==> config.mk <==
export PLATFORM = sky130hd
export DESIGN_NAME = bcd_convert
export DESIGN_NICKNAME = d
export VERILOG_FILES = /design/src/rtl/bcd_convert.sv
export SDC_FILE = /design/constraint.sdc
export NUM_CORES = 1
export LEC_CHECK = 0
export ABC_CLOCK_PERIOD_IN_PS = 4100
export CAP_MARGIN = 20
export CORE_MARGIN = 4
export CORE_UTILIZATION = 42
export DETAILED_ROUTE_END_ITERATION = 7
export PLACE_DENSITY = 0.69
export REMOVE_ABC_BUFFERS = 1
export SLEW_MARGIN = 40
export SYNTH_ARGS = -nofsm -noshare
export SYNTH_HDL_FRONTEND = slang
export SYNTH_SLANG_ARGS = --single-unit
==> constraint.sdc <==
create_clock -name clk -period 4.1 [get_ports clk]
set_input_delay 0.82 -clock clk [delete_from_list [all_inputs] [get_ports clk]]
set_output_delay 0.82 -clock clk [all_outputs]
set_load 0.02 [all_outputs]
==> src/rtl/bcd_convert.sv <==
// Sequential binary-to-BCD converter (shift-and-add-3, MSB first) with sign
// handling, sticky overflow saturation and leading-zero blanking.
module bcd_convert #(
  parameter int DIN_W    = 24,
  parameter int NDIG     = 6,
  parameter int FRAC_DIG = 4,
  parameter int BLANK_EN = 1
) (
  input  logic                  clk,
  input  logic                  rst_n,     // active-high asynchronous reset
  input  logic                  din_vld,
  output logic                  din_rdy,
  input  logic                  din_sign,
  input  logic [DIN_W-1:0]      din,
  output logic                  dout_vld,
  output logic                  dout_sign,
  output logic [4*NDIG-1:0]     dout,
  output logic                  dout_ovf,
  output logic [1:0]            dbg_state
);

  localparam int ACC_W = 4 * NDIG;
  localparam int CNT_W = $clog2(DIN_W + 1);

  // Handshake: a word transfers on a rising edge where din_vld && din_rdy.
  // din_rdy is high only in IDLE; the source must hold din/din_sign until then.
  typedef enum logic [1:0] {
    IDLE  = 2'd0,
    SHIFT = 2'd1,
    DONE  = 2'd2
  } state_t;

  state_t             r_state;
  state_t             w_next;
  logic [DIN_W-1:0]   r_sr;
  logic [ACC_W-1:0]   r_acc;
  logic [CNT_W-1:0]   r_cnt;
  logic               r_sign;
  logic               r_ovf;

  logic [ACC_W-1:0]   w_adj;
  logic [ACC_W-1:0]   w_result;
  logic               w_zero;
  logic               w_accept;
  logic               w_last_shift;

  assign din_rdy      = (r_state == IDLE);
  assign dbg_state    = r_state;
  assign w_accept     = (r_state == IDLE) && din_vld;
  assign w_last_shift = (r_cnt == CNT_W'(1));

  // State register
  always_ff @(posedge clk or posedge rst_n) begin
    if (rst_n) begin
      r_state <= IDLE;
    end else begin
      r_state <= w_next;
    end
  end

  // Next-state logic
  always_comb begin
    w_next = r_state;
    case (r_state)
      IDLE:    if (din_vld) w_next = SHIFT;
      SHIFT:   if (w_last_shift) w_next = DONE;
      DONE:    w_next = IDLE;
      default: w_next = IDLE;
    endcase
  end

  // Add-3 correction on every digit of 5 or more before the doubling shift
  always_comb begin
    w_adj = r_acc;
    for (int d = 0; d < NDIG; d++) begin
      if (r_acc[4*d +: 4] >= 4'd5) begin
        w_adj[4*d +: 4] = r_acc[4*d +: 4] + 4'd3;
      end
    end
  end

  // Output formatting: saturate on overflow, otherwise blank leading zeros
  // down to (but never including) the units digit.
  always_comb begin
    logic lead;
    lead     = 1'b1;
    w_result = r_acc;
    w_zero   = (r_acc == '0) && !r_ovf;
    if (r_ovf) begin
      w_result = {NDIG{4'h9}};
    end else if (BLANK_EN != 0) begin
      for (int k = NDIG - 1; k > FRAC_DIG; k--) begin
        if (lead && (r_acc[4*k +: 4] == 4'd0)) begin
          w_result[4*k +: 4] = 4'hF;
        end else begin
          lead = 1'b0;
        end
      end
    end
  end

  // Conversion datapath
  always_ff @(posedge clk or posedge rst_n) begin
    if (rst_n) begin
      r_sr   <= '0;
      r_acc  <= '0;
      r_cnt  <= '0;
      r_sign <= 1'b0;
      r_ovf  <= 1'b0;
    end else begin
      case (r_state)
        IDLE: begin
          if (w_accept) begin
            r_sr   <= din;
            r_sign <= din_sign;
            r_acc  <= '0;
            r_ovf  <= 1'b0;
            r_cnt  <= CNT_W'(DIN_W);
          end
        end
        SHIFT: begin
          // Accumulator and shift register move as one concatenation; the bit
          // leaving the top digit is lost magnitude, hence sticky overflow.
          {r_acc, r_sr} <= {w_adj[ACC_W-2:0], r_sr, 1'b0};
          r_ovf         <= r_ovf | w_adj[ACC_W-1];
          r_cnt         <= r_cnt - 1'b1;
        end
        default: begin
        end
      endcase
    end
  end

  // Result registers hold until the next DONE edge
  always_ff @(posedge clk or posedge rst_n) begin
    if (rst_n) begin
      dout      <= '0;
      dout_sign <= 1'b0;
      dout_ovf  <= 1'b0;
      dout_vld  <= 1'b0;
    end else begin
      dout_vld <= 1'b0;
      if (r_state == DONE) begin
        dout      <= w_result;
        dout_sign <= r_sign & ~w_zero;
        dout_ovf  <= r_ovf;
        dout_vld  <= 1'b1;
      end
    end
  end

endmodule

# Word level (Yosys, flattened, before mapping)
# Index checks and enable logic that the tools add are counted.
# totals
regBits	84
# op_classes
n_mux	21
n_addsub	7
reduce_logical	10
n_bitwise	3
n_lt_le_gt_ge	6
eq_ne	6
# op_table
cell	count
24-bit one-hot mux with 2 select lines	2
24-bit 2-to-1 mux	2
4-bit 2-to-1 mux	8
4-bit by 2-bit adder with 4-bit output, second input constant	6
4-bit by 3-bit >= comparator with 1-bit output, second input constant	6
24-bit zero test	1
20-bit 2-to-1 mux	1
5-bit one-hot mux with 2 select lines	1
2-bit AND reduction	3
5-bit by 1-bit == test with 1-bit output, second input constant	1
5-bit 2-to-1 mux	1
5-bit by 1-bit subtractor with 5-bit output, second input constant	1
4-bit zero test	1
2-bit 2-to-1 mux	2
2-bit != test, second input constant	2
2-bit one-hot mux with 2 select lines	1
2-bit by 1-bit == test with 1-bit output, second input constant	1
2-bit == test, second input constant	1
1-bit logical AND	2
2-bit zero test	1
1-bit 2-to-1 mux	2
2-bit by 1-bit != test with 1-bit output, second input constant	1
1-bit one-hot mux with 2 select lines	1
2-bit nonzero test	1
other kinds (4)	4

# Longest topological paths before layout
# Gate-level depths: netlist of run 1.
# logic_depth
depth_word	4
mapped_depth	6
depth_no_buf	6

# Least setup slack after synthesis of run 1
# OpenSTA, ideal clock, no wires.
# synth_timing
kind	input to register
start	in din_vld
end	reg r_acc[11]
path_slack_ns	2.353
required_time_ns	3.978
cell_stages	5
arrival_time_ns	1.626
n_path_buf	1
path_cell_list	or3b_1 buf_2 nand2_4 o31ai_1 a32o_1
# synth_between
elab_chain_len	3
# synth_rtl
item	line_no	text
start, declared	11	input logic din_vld,
1-bit logical AND	49	assign w_accept = (r_state == IDLE) && din_vld;
2-bit by 1-bit != test with 1-bit output (no line)	--	
2-bit AND reduction (no line)	--	
end signal, assigned	124	{r_acc, r_sr} <= {w_adj[ACC_W-2:0], r_sr, 1'b0};
end, declared	36	logic [ACC_W-1:0] r_acc;
# Every way passes these cells.
# A chain may end at the register's enable or synchronous reset.

# Final worst setup path of run 1
# layout_timing
start	reg r_state[1] (netlist: dbg_state[1])
end	out din_rdy
# layout_between
elab_chain_len	1
# layout_rtl
item	line_no	text
start, declared	33	state_t r_state;
start signal, assigned	57	r_state <= w_next;
2-bit zero test	47	assign din_rdy = (r_state == IDLE);
end, declared	12	output logic din_rdy,
# Every way passes these cells.

==> impl_metrics.json, run 1 <==
{
  "wl_per_cell_um": 13.5,
  "worst_ep_arrival_time_ns": 1.57,
  "hpwlAfterDp_um": 5450,
  "synth_area_per_cell_um2": 9.81,
  "count_of_instances_resized_after_the_clock_tree_is_built": 0,
  "std_cell_rows": 35,
  "layout_min_cycle_time_ns": 2.39,
  "final.setup_skew_ns": 0.00890,
  "finish.net_count": 504,
  "hold_path.class": "reg2reg",
  "htreeDepth": 3,
  "worst_ep_required_time_ns": 3.28,
  "synth_seq_area_share_pct": 52.3,
  "layout-drive-gt1-share_pct": 7.16,
  "initial_core_utilization_pct": 43.3,
  "num_antenna_cells": 0,
  "max-vdd-ir-drop_v": 0.000324,
  "max_cap_viols": 0,
  "cts_inserted_buffers": 9,
  "setup_repair_after_global_routing_missed_its_margin": "false",
  "timing.max_slew.rel_slack_pct": 59.7,
  "clock_pin_slew_worst_setup_and_hold_paths_ns": 0.08,
  "holdPathStages": 2,
  "core-area_um2": 9280,
  "hold_fix_buffers_cts": 0,
  "filler_cell_count": 877,
  "timing.critical_path.to_type": "output port",
  "switching_share_pct": 39.0,
  "grt_antenna_before_repair": 0,
  "floorplan.io_pins": 58,
  "tritoncts": "built",
  "syn2layout_area_growth_pct": 21.8,
  "chipWidth_um": 106,
  "power_report.internal_total_mw": 2.21,
  "insertion_delay_ns": 0.35,
  "clock_sinks": 84,
  "final-hold-violation-count": 0,
  "timing.critical_path.from_type": "register",
  "power.sequential.fraction_pct": 40.9,
  "r2r.worst_path.cells": 4,
  "routed_wl_um": 7960,
  "numPortBuffers": 57,
  "first_global_vias": 3100,
  "clockBufferDepth": 2,
  "groute.usage.overall_pct": 15.2,
  "antenna_violating_nets_post_route": 0,
  "number_of_iterations_in_the_first_detailed_routing_pass": 5,
  "postLayoutCoreUtil_pct": 52.7,
  "rrSetupSlack_ns": 2.22,
  "syn_inst": 410,
  "outcome": "finished clean",
  "worst-setup-path-type": "reg2out",
  "power.net_switching_mw": 1.42,
  "grt_pass1_wl_um": 14200,
  "die_h_um": 106,
  "drtIter0Drc": 148,
  "final_estimated_routing_congestion_in_global_placement": 0.781,
  "setup_viol": 0,
  "post_layout_nonfiller_instances": 590,
  "slew_violations": 0,
  "yosysTopAreaCell": "sky130_fd_sc_hd__dfrtp_1",
  "synth.ff_latch_count": 84,
  "clockPowerShare_pct": 16.6,
  "vias": 3067,
  "placedInstanceArea_um2": 4690,
  "synth-edff-count": 0,
  "final_area_um2": 4900,
  "dpl.cell_count": 575,
  "post-cts-setup-buffer-count": 0,
  "post_drt_via_cell_ratio": 5.20,
  "synth_area_um2": 4020,
  "maxClockFrequency_ghz": 0.419,
  "yosys_warnings": 0,
  "preCtsSetupSlack_ns": 1.43,
  "synth_flop_cell": "sky130_fd_sc_hd__dfrtp_1",
  "die_area_um2": 11200,
  "overflow": 0,
  "fin_ws_ns": 1.71,
  "worst-path-max-fanout": 7,
  "netlist.area_leader.share_pct": 52.3,
  "synth_area_leaders": "sky130_fd_sc_hd__dfrtp_1, sky130_fd_sc_hd__nand2_1, sky130_fd_sc_hd__ha_1",
  "worst_slew_pin_slew_ns": 0.605,
  "power_per_cell_area_nw_per_um2": 741,
  "route.detailed.drc": 0,
  "ys_async_sr_fraction_pct": 100,
  "ctsRootBufferMaster": "sky130_fd_sc_hd__clkbuf_8",
  "synth_cell_types": 33,
  "pwr-share-comb_pct": 42.4,
  "final_min_period_over_clock_period_pct": 58.3,
  "setup_tns_ns": 0,
  "grt_start_max_net_pins": 52,
  "leakage_nw": 2.17
}
-- area by class of cell --
class                   instances  area (µm²)  area share, %
flip-flops and latches         84        2100           42.9
multi-input cells             284        1760           35.9
repair buffers                 62         608           12.4
clock buffers                  14         173           3.53
well taps                     129         161           3.30
inverters                      16        62.6           1.28
clock inverters                 1        30.0          0.613
-- synth_stat cells (2+ instances only) --
library cell               number
sky130_fd_sc_hd__dfrtp_1       84
sky130_fd_sc_hd__nand2_1       79
sky130_fd_sc_hd__o21ai_0       38
sky130_fd_sc_hd__a22oi_1       23
sky130_fd_sc_hd__ha_1          19
sky130_fd_sc_hd__nand3_1       19
sky130_fd_sc_hd__buf_2         17
sky130_fd_sc_hd__o31ai_1       17
sky130_fd_sc_hd__inv_1         16
sky130_fd_sc_hd__nand2b_1      14
sky130_fd_sc_hd__nor2_1        14
sky130_fd_sc_hd__a21oi_1       10
sky130_fd_sc_hd__clkbuf_1       8
sky130_fd_sc_hd__a32o_1         7
sky130_fd_sc_hd__mux2_2         6
sky130_fd_sc_hd__xnor2_1        6
sky130_fd_sc_hd__nor3_1         4
sky130_fd_sc_hd__nor2b_1        3
sky130_fd_sc_hd__nor3b_1        3
sky130_fd_sc_hd__o21ai_1        3
sky130_fd_sc_hd__xor2_1         3
sky130_fd_sc_hd__a31oi_1        2
sky130_fd_sc_hd__and4_1         2
sky130_fd_sc_hd__mux2i_1        2
sky130_fd_sc_hd__nor4_1         2
sky130_fd_sc_hd__nor4b_1        2
-- registers in the layout, indices dropped and copies added (netlist names) --
register	cells
r_sr	24
r_cnt	5
dout	24
dout_ovf	1
r_ovf	1
dbg_state	2
r_acc	24
r_sign	1
dout_vld	1
dout_sign	1
-- per-stage QoR --
stage,hold slack (ns),power (mW)
after floorplan,0.445,2.51
after global placement,0.458,2.98
after detailed placement,0.463,3.05
after CTS,0.483,3.67
after global routing,0.506,3.97
final,0.475,3.63
-- cells in the final DEF, fill, tap and decap left out, types with 2 or more instances in the layout --
cell,Yosys,layout
sky130_fd_sc_hd__and4_1,2,2
sky130_fd_sc_hd__xor2_1,3,3
sky130_fd_sc_hd__xnor2_1,6,6
sky130_fd_sc_hd__buf_4,1,5
sky130_fd_sc_hd__mux2i_1,2,2
sky130_fd_sc_hd__nor3_1,4,4
sky130_fd_sc_hd__nor2b_1,3,2
sky130_fd_sc_hd__clkbuf_1,8,2
sky130_fd_sc_hd__clkdlybuf4s50_1,0,57
sky130_fd_sc_hd__o21ai_1,3,3
sky130_fd_sc_hd__mux2_2,6,6
sky130_fd_sc_hd__nor4_1,2,2
sky130_fd_sc_hd__nand2_1,79,79
sky130_fd_sc_hd__clkbuf_8,0,12
sky130_fd_sc_hd__a21oi_1,10,10
sky130_fd_sc_hd__nor4b_1,2,2
sky130_fd_sc_hd__o21ai_0,38,38
sky130_fd_sc_hd__o31ai_1,17,17
sky130_fd_sc_hd__dfrtp_1,84,83
sky130_fd_sc_hd__nand2b_1,14,12
sky130_fd_sc_hd__nor3b_1,3,3
sky130_fd_sc_hd__a22oi_1,23,23
sky130_fd_sc_hd__ha_1,19,19
sky130_fd_sc_hd__inv_1,16,15
sky130_fd_sc_hd__a31oi_1,2,2
sky130_fd_sc_hd__a32o_1,7,7
sky130_fd_sc_hd__nand3_1,19,19
sky130_fd_sc_hd__nor2_1,14,14
-- power by group through the flow --
| stage | registers, mW | clock network, mW | logic [mW] |
|---|---|---|---|
| floorplan | 1.51 | 0 | 1.00 |
| global route | 1.54 | 0.655 | 1.77 |
| CTS | 1.48 | 0.624 | 1.56 |
| detailed placement | 1.50 | 0 | 1.56 |
| global placement | 1.48 | 0 | 1.50 |
| finish | 1.49 | 0.604 | 1.54 |
-- worst max-delay path, stage by stage (launching register included) --
cell and delay, ns:
sky130_fd_sc_hd__dfrtp_1 0.48, sky130_fd_sc_hd__nor2_1 0.12, sky130_fd_sc_hd__clkdlybuf4s50_1 0.61
-- routing by layer --
layer  GRT usage, %  up-vias  share of wire (%)  wire length (µm)
met3           4.10       10                5.3               419
met2           25.4       82                 48              3860
li1               -     1509                  -                 -
met5              0        -                  0                 0
met4           4.72        0               0.74                59
met1           19.4     1466                 45              3620
-- path summary, 6_finish.rpt --
kind | to | startpoint
worst max-delay path | din_rdy | dbg_state[1]$_DFFE_PP0P_
worst min-delay path | dout[14]$_DFFE_PP0P_ | dout[14]$_DFFE_PP0P_
worst max register to register | r_acc[7]$_DFFE_PP0P_ | dbg_state[0]$_DFFE_PP0P_
worst min register to register | dout[14]$_DFFE_PP0P_ | dout[14]$_DFFE_PP0P_
max in group asynchronous | dout[2]$_DFFE_PP0P_ | rst_n
min in group asynchronous | r_sr[4]$_DFFE_PP0P_ | rst_n
-- cells by family (layout without fill, tap and decap cells) --
| group | after synthesis | after routing | share of synthesized area (%) |
|---|---|---|---|
| AO/OA/AOI/OAI | 101 | 101 | 16.1 |
| AND/OR/NAND/NOR | 147 | 147 | 17.1 |
| multiplexers | 8 | 8 | 2.18 |
| flip-flops | 84 | 84 | 52.3 |
| XOR/XNOR | 9 | 9 | 1.96 |
| adder cells (fa/ha/maj) | 19 | 19 | 5.91 |
| buffers and inverters | 42 | 93 | 4.54 |
No activity file was read; power rests on OpenSTA's default activity.
==> run 2: changes to the inputs <==
--- a/config.mk
+++ b/config.mk
@@ -5,7 +5,7 @@
 export SDC_FILE = /design/constraint.sdc
 export NUM_CORES = 1
 export LEC_CHECK = 0
-export ABC_CLOCK_PERIOD_IN_PS = 4100
+export ABC_CLOCK_PERIOD_IN_PS = 2500
 export CAP_MARGIN = 20
 export CORE_MARGIN = 4
 export CORE_UTILIZATION = 42
==> constraint.sdc (replaced) <==
create_clock -name clk -period 2.5 [get_ports clk]
set_input_delay 0.5 -clock clk [delete_from_list [all_inputs] [get_ports clk]]
set_output_delay 0.5 -clock clk [all_outputs]
set_load 0.02 [all_outputs]
==> impl_metrics.json, run 2 (synthesis results as in run 1) <==
{
  "initial_core_utilization_pct": 43.3,
  "crit-reg2reg-launch": "r_acc[20]$_DFFE_PP0P_",
  "clockBufferDepth": 2,
  "worst_hold_slack_ns": 0.479,
  "worst_slew_pin_slew_ns": 0.689,
  "antenna_violating_nets_post_route": 0,
  "timing.critical_path.from_type": "register",
  "timing.max_slew.rel_slack_pct": 54.1,
  "grt_antenna_before_repair": 0,
  "numPortBuffers": 57,
  "first_global_vias": 3004,
  "maxClockFrequency_ghz": 0.487,
  "preCtsSetupSlack_ns": 0.456,
  "final-hold-violation-count": 0,
  "insertion_delay_ns": 0.35,
  "drtIter0Drc": 147,
  "power_per_cell_area_nw_per_um2": 1230,
  "route.detailed.drc": 0,
  "slew_violations": 0,
  "die_h_um": 106,
  "ctsRootBufferMaster": "sky130_fd_sc_hd__clkbuf_8",
  "number_of_iterations_in_the_first_detailed_routing_pass": 4,
  "setup_repair_after_global_routing_missed_its_margin": "false",
  "clock_pin_slew_worst_setup_and_hold_paths_ns": 0.08,
  "grt_pass1_wl_um": 14400,
  "postLayoutCoreUtil_pct": 53.7,
  "final_min_period_over_clock_period_pct": 82.1,
  "layout_min_cycle_time_ns": 2.05,
  "commonest_non_fill_non_tap_cell_in_the_layout": "sky130_fd_sc_hd__dfrtp_1",
  "floorplan.io_pins": 58,
  "die_area_um2": 11200,
  "worst_ep_arrival_time_ns": 1.55,
  "clock_sinks": 84,
  "layout-drive-gt1-share_pct": 8.53,
  "worst-path-max-fanout": 7,
  "grt_start_max_net_pins": 39,
  "core-area_um2": 9280,
  "finish.net_count": 511,
  "cts_inserted_buffers": 9,
  "syn2layout_area_growth_pct": 24.1,
  "setup_viol": 0,
  "count_of_instances_resized_after_the_clock_tree_is_built": 0,
  "fin_ws_ns": 0.447,
  "num_antenna_cells": 0,
  "tritoncts": "built",
  "hold_fix_buffers_cts": 0,
  "hpwlAfterDp_um": 5830,
  "timing.critical_path.to_type": "output port",
  "wl_per_cell_um": 13.8,
  "reg_top3": "dout: 24 flops, r_acc: 24 flops, r_sr: 24 flops",
  "std_cell_rows": 35,
  "max-vdd-ir-drop_v": 0.000423,
  "post-cts-setup-buffer-count": 0,
  "routed_wl_um": 8230,
  "htreeDepth": 3,
  "worst_ep_required_time_ns": 2.00,
  "post_layout_nonfiller_instances": 598,
  "groute.usage.overall_pct": 15.7,
  "hold_path.class": "reg2reg",
  "chipWidth_um": 106,
  "post_drt_via_cell_ratio": 5.14,
  "leakage_nw": 2.21,
  "timing.critical_path.from": "dbg_state[1]$_DFFE_PP0P_",
  "outcome": "finished clean",
  "vias": 3071,
  "final_estimated_routing_congestion_in_global_placement": 0.808,
  "overflow": 0,
  "final.setup_skew_ns": 0.0124,
  "dpl.cell_count": 582,
  "worst-setup-path-type": "reg2out",
  "max_cap_viols": 0,
  "min_from": "r_sr[23]$_DFFE_PP0P_",
  "mostFrequentLayoutCells": "sky130_fd_sc_hd__dfrtp_1, sky130_fd_sc_hd__nand2_1, sky130_fd_sc_hd__clkdlybuf4s50_1, sky130_fd_sc_hd__o21ai_0, sky130_fd_sc_hd__a22oi_1"
}
## run 2: cell types whose count changed in the layout (fill, tap and decap cells not counted), sizes merged
cell,before,now
bufinv,1,3
clkbuf,14,10
clkinvlp,0,1
clkinv,0,2
buf,5,12
## run 2: final cells by class
type / count / area, µm²
clock buffer: 10 / 128
tap: 129 / 161
fill: 875 / 4290
inverter: 16 / 61.3
timing repair buffer: 69 / 673
sequential: 84 / 2100
clock inverter: 6 / 111
multi-input combinational: 284 / 1750
## run 2: per-layer routing
| layer | vias to the layer above | track usage [%] | share of wire, % |
|---|---|---|---|
| li1 | 1527 | - | - |
| met1 | 1458 | 21.7 | 47 |
| met2 | 78 | 25.2 | 47 |
| met3 | 8 | 2.63 | 5.1 |
| met4 | 0 | 5.27 | 0.96 |
| met5 | - | 0 | 0 |
## run 2: final timing paths
kind	endpoint	slack, ns	cells after the start
max in group asynchronous	r_acc[13]$_DFFE_PP0P_	1.39	3
min reg2reg	r_sr[23]$_DFFE_PP0P_	0.48	2
min in group asynchronous	r_sr[5]$_DFFE_PP0P_	0.51	2
max	din_rdy	0.45	2
max reg2reg	dout_sign$_DFFE_PP0P_	0.77	6
min	r_sr[23]$_DFFE_PP0P_	0.48	2
## run 2: power breakdown
part / leakage [nW] / switching [mW] / internal (mW)
Combinational: 1.02 / 1.37 / 1.18
Sequential: 1.08 / 0.512 / 1.92
Clock: 0.117 / 0.482 / 0.666
## run 2: through the flow
stage          instance area (µm²)  power (mW)  TNS, ns
2_1_floorplan                 3900        4.12   -15.36
3_3_place_gp                  4740        4.92        0
3_5_place_dp                  4750        5.05        0
4_1_cts                       4990        6.21        0
5_1_grt                       4990        6.69        0
6_report                      4990        6.14        0
## run 2: critical path: stages (launching register included)
cell and delay, ns:
sky130_fd_sc_hd__dfrtp_1 0.48, sky130_fd_sc_hd__nor2_1 0.12, sky130_fd_sc_hd__clkdlybuf4s50_1 0.61
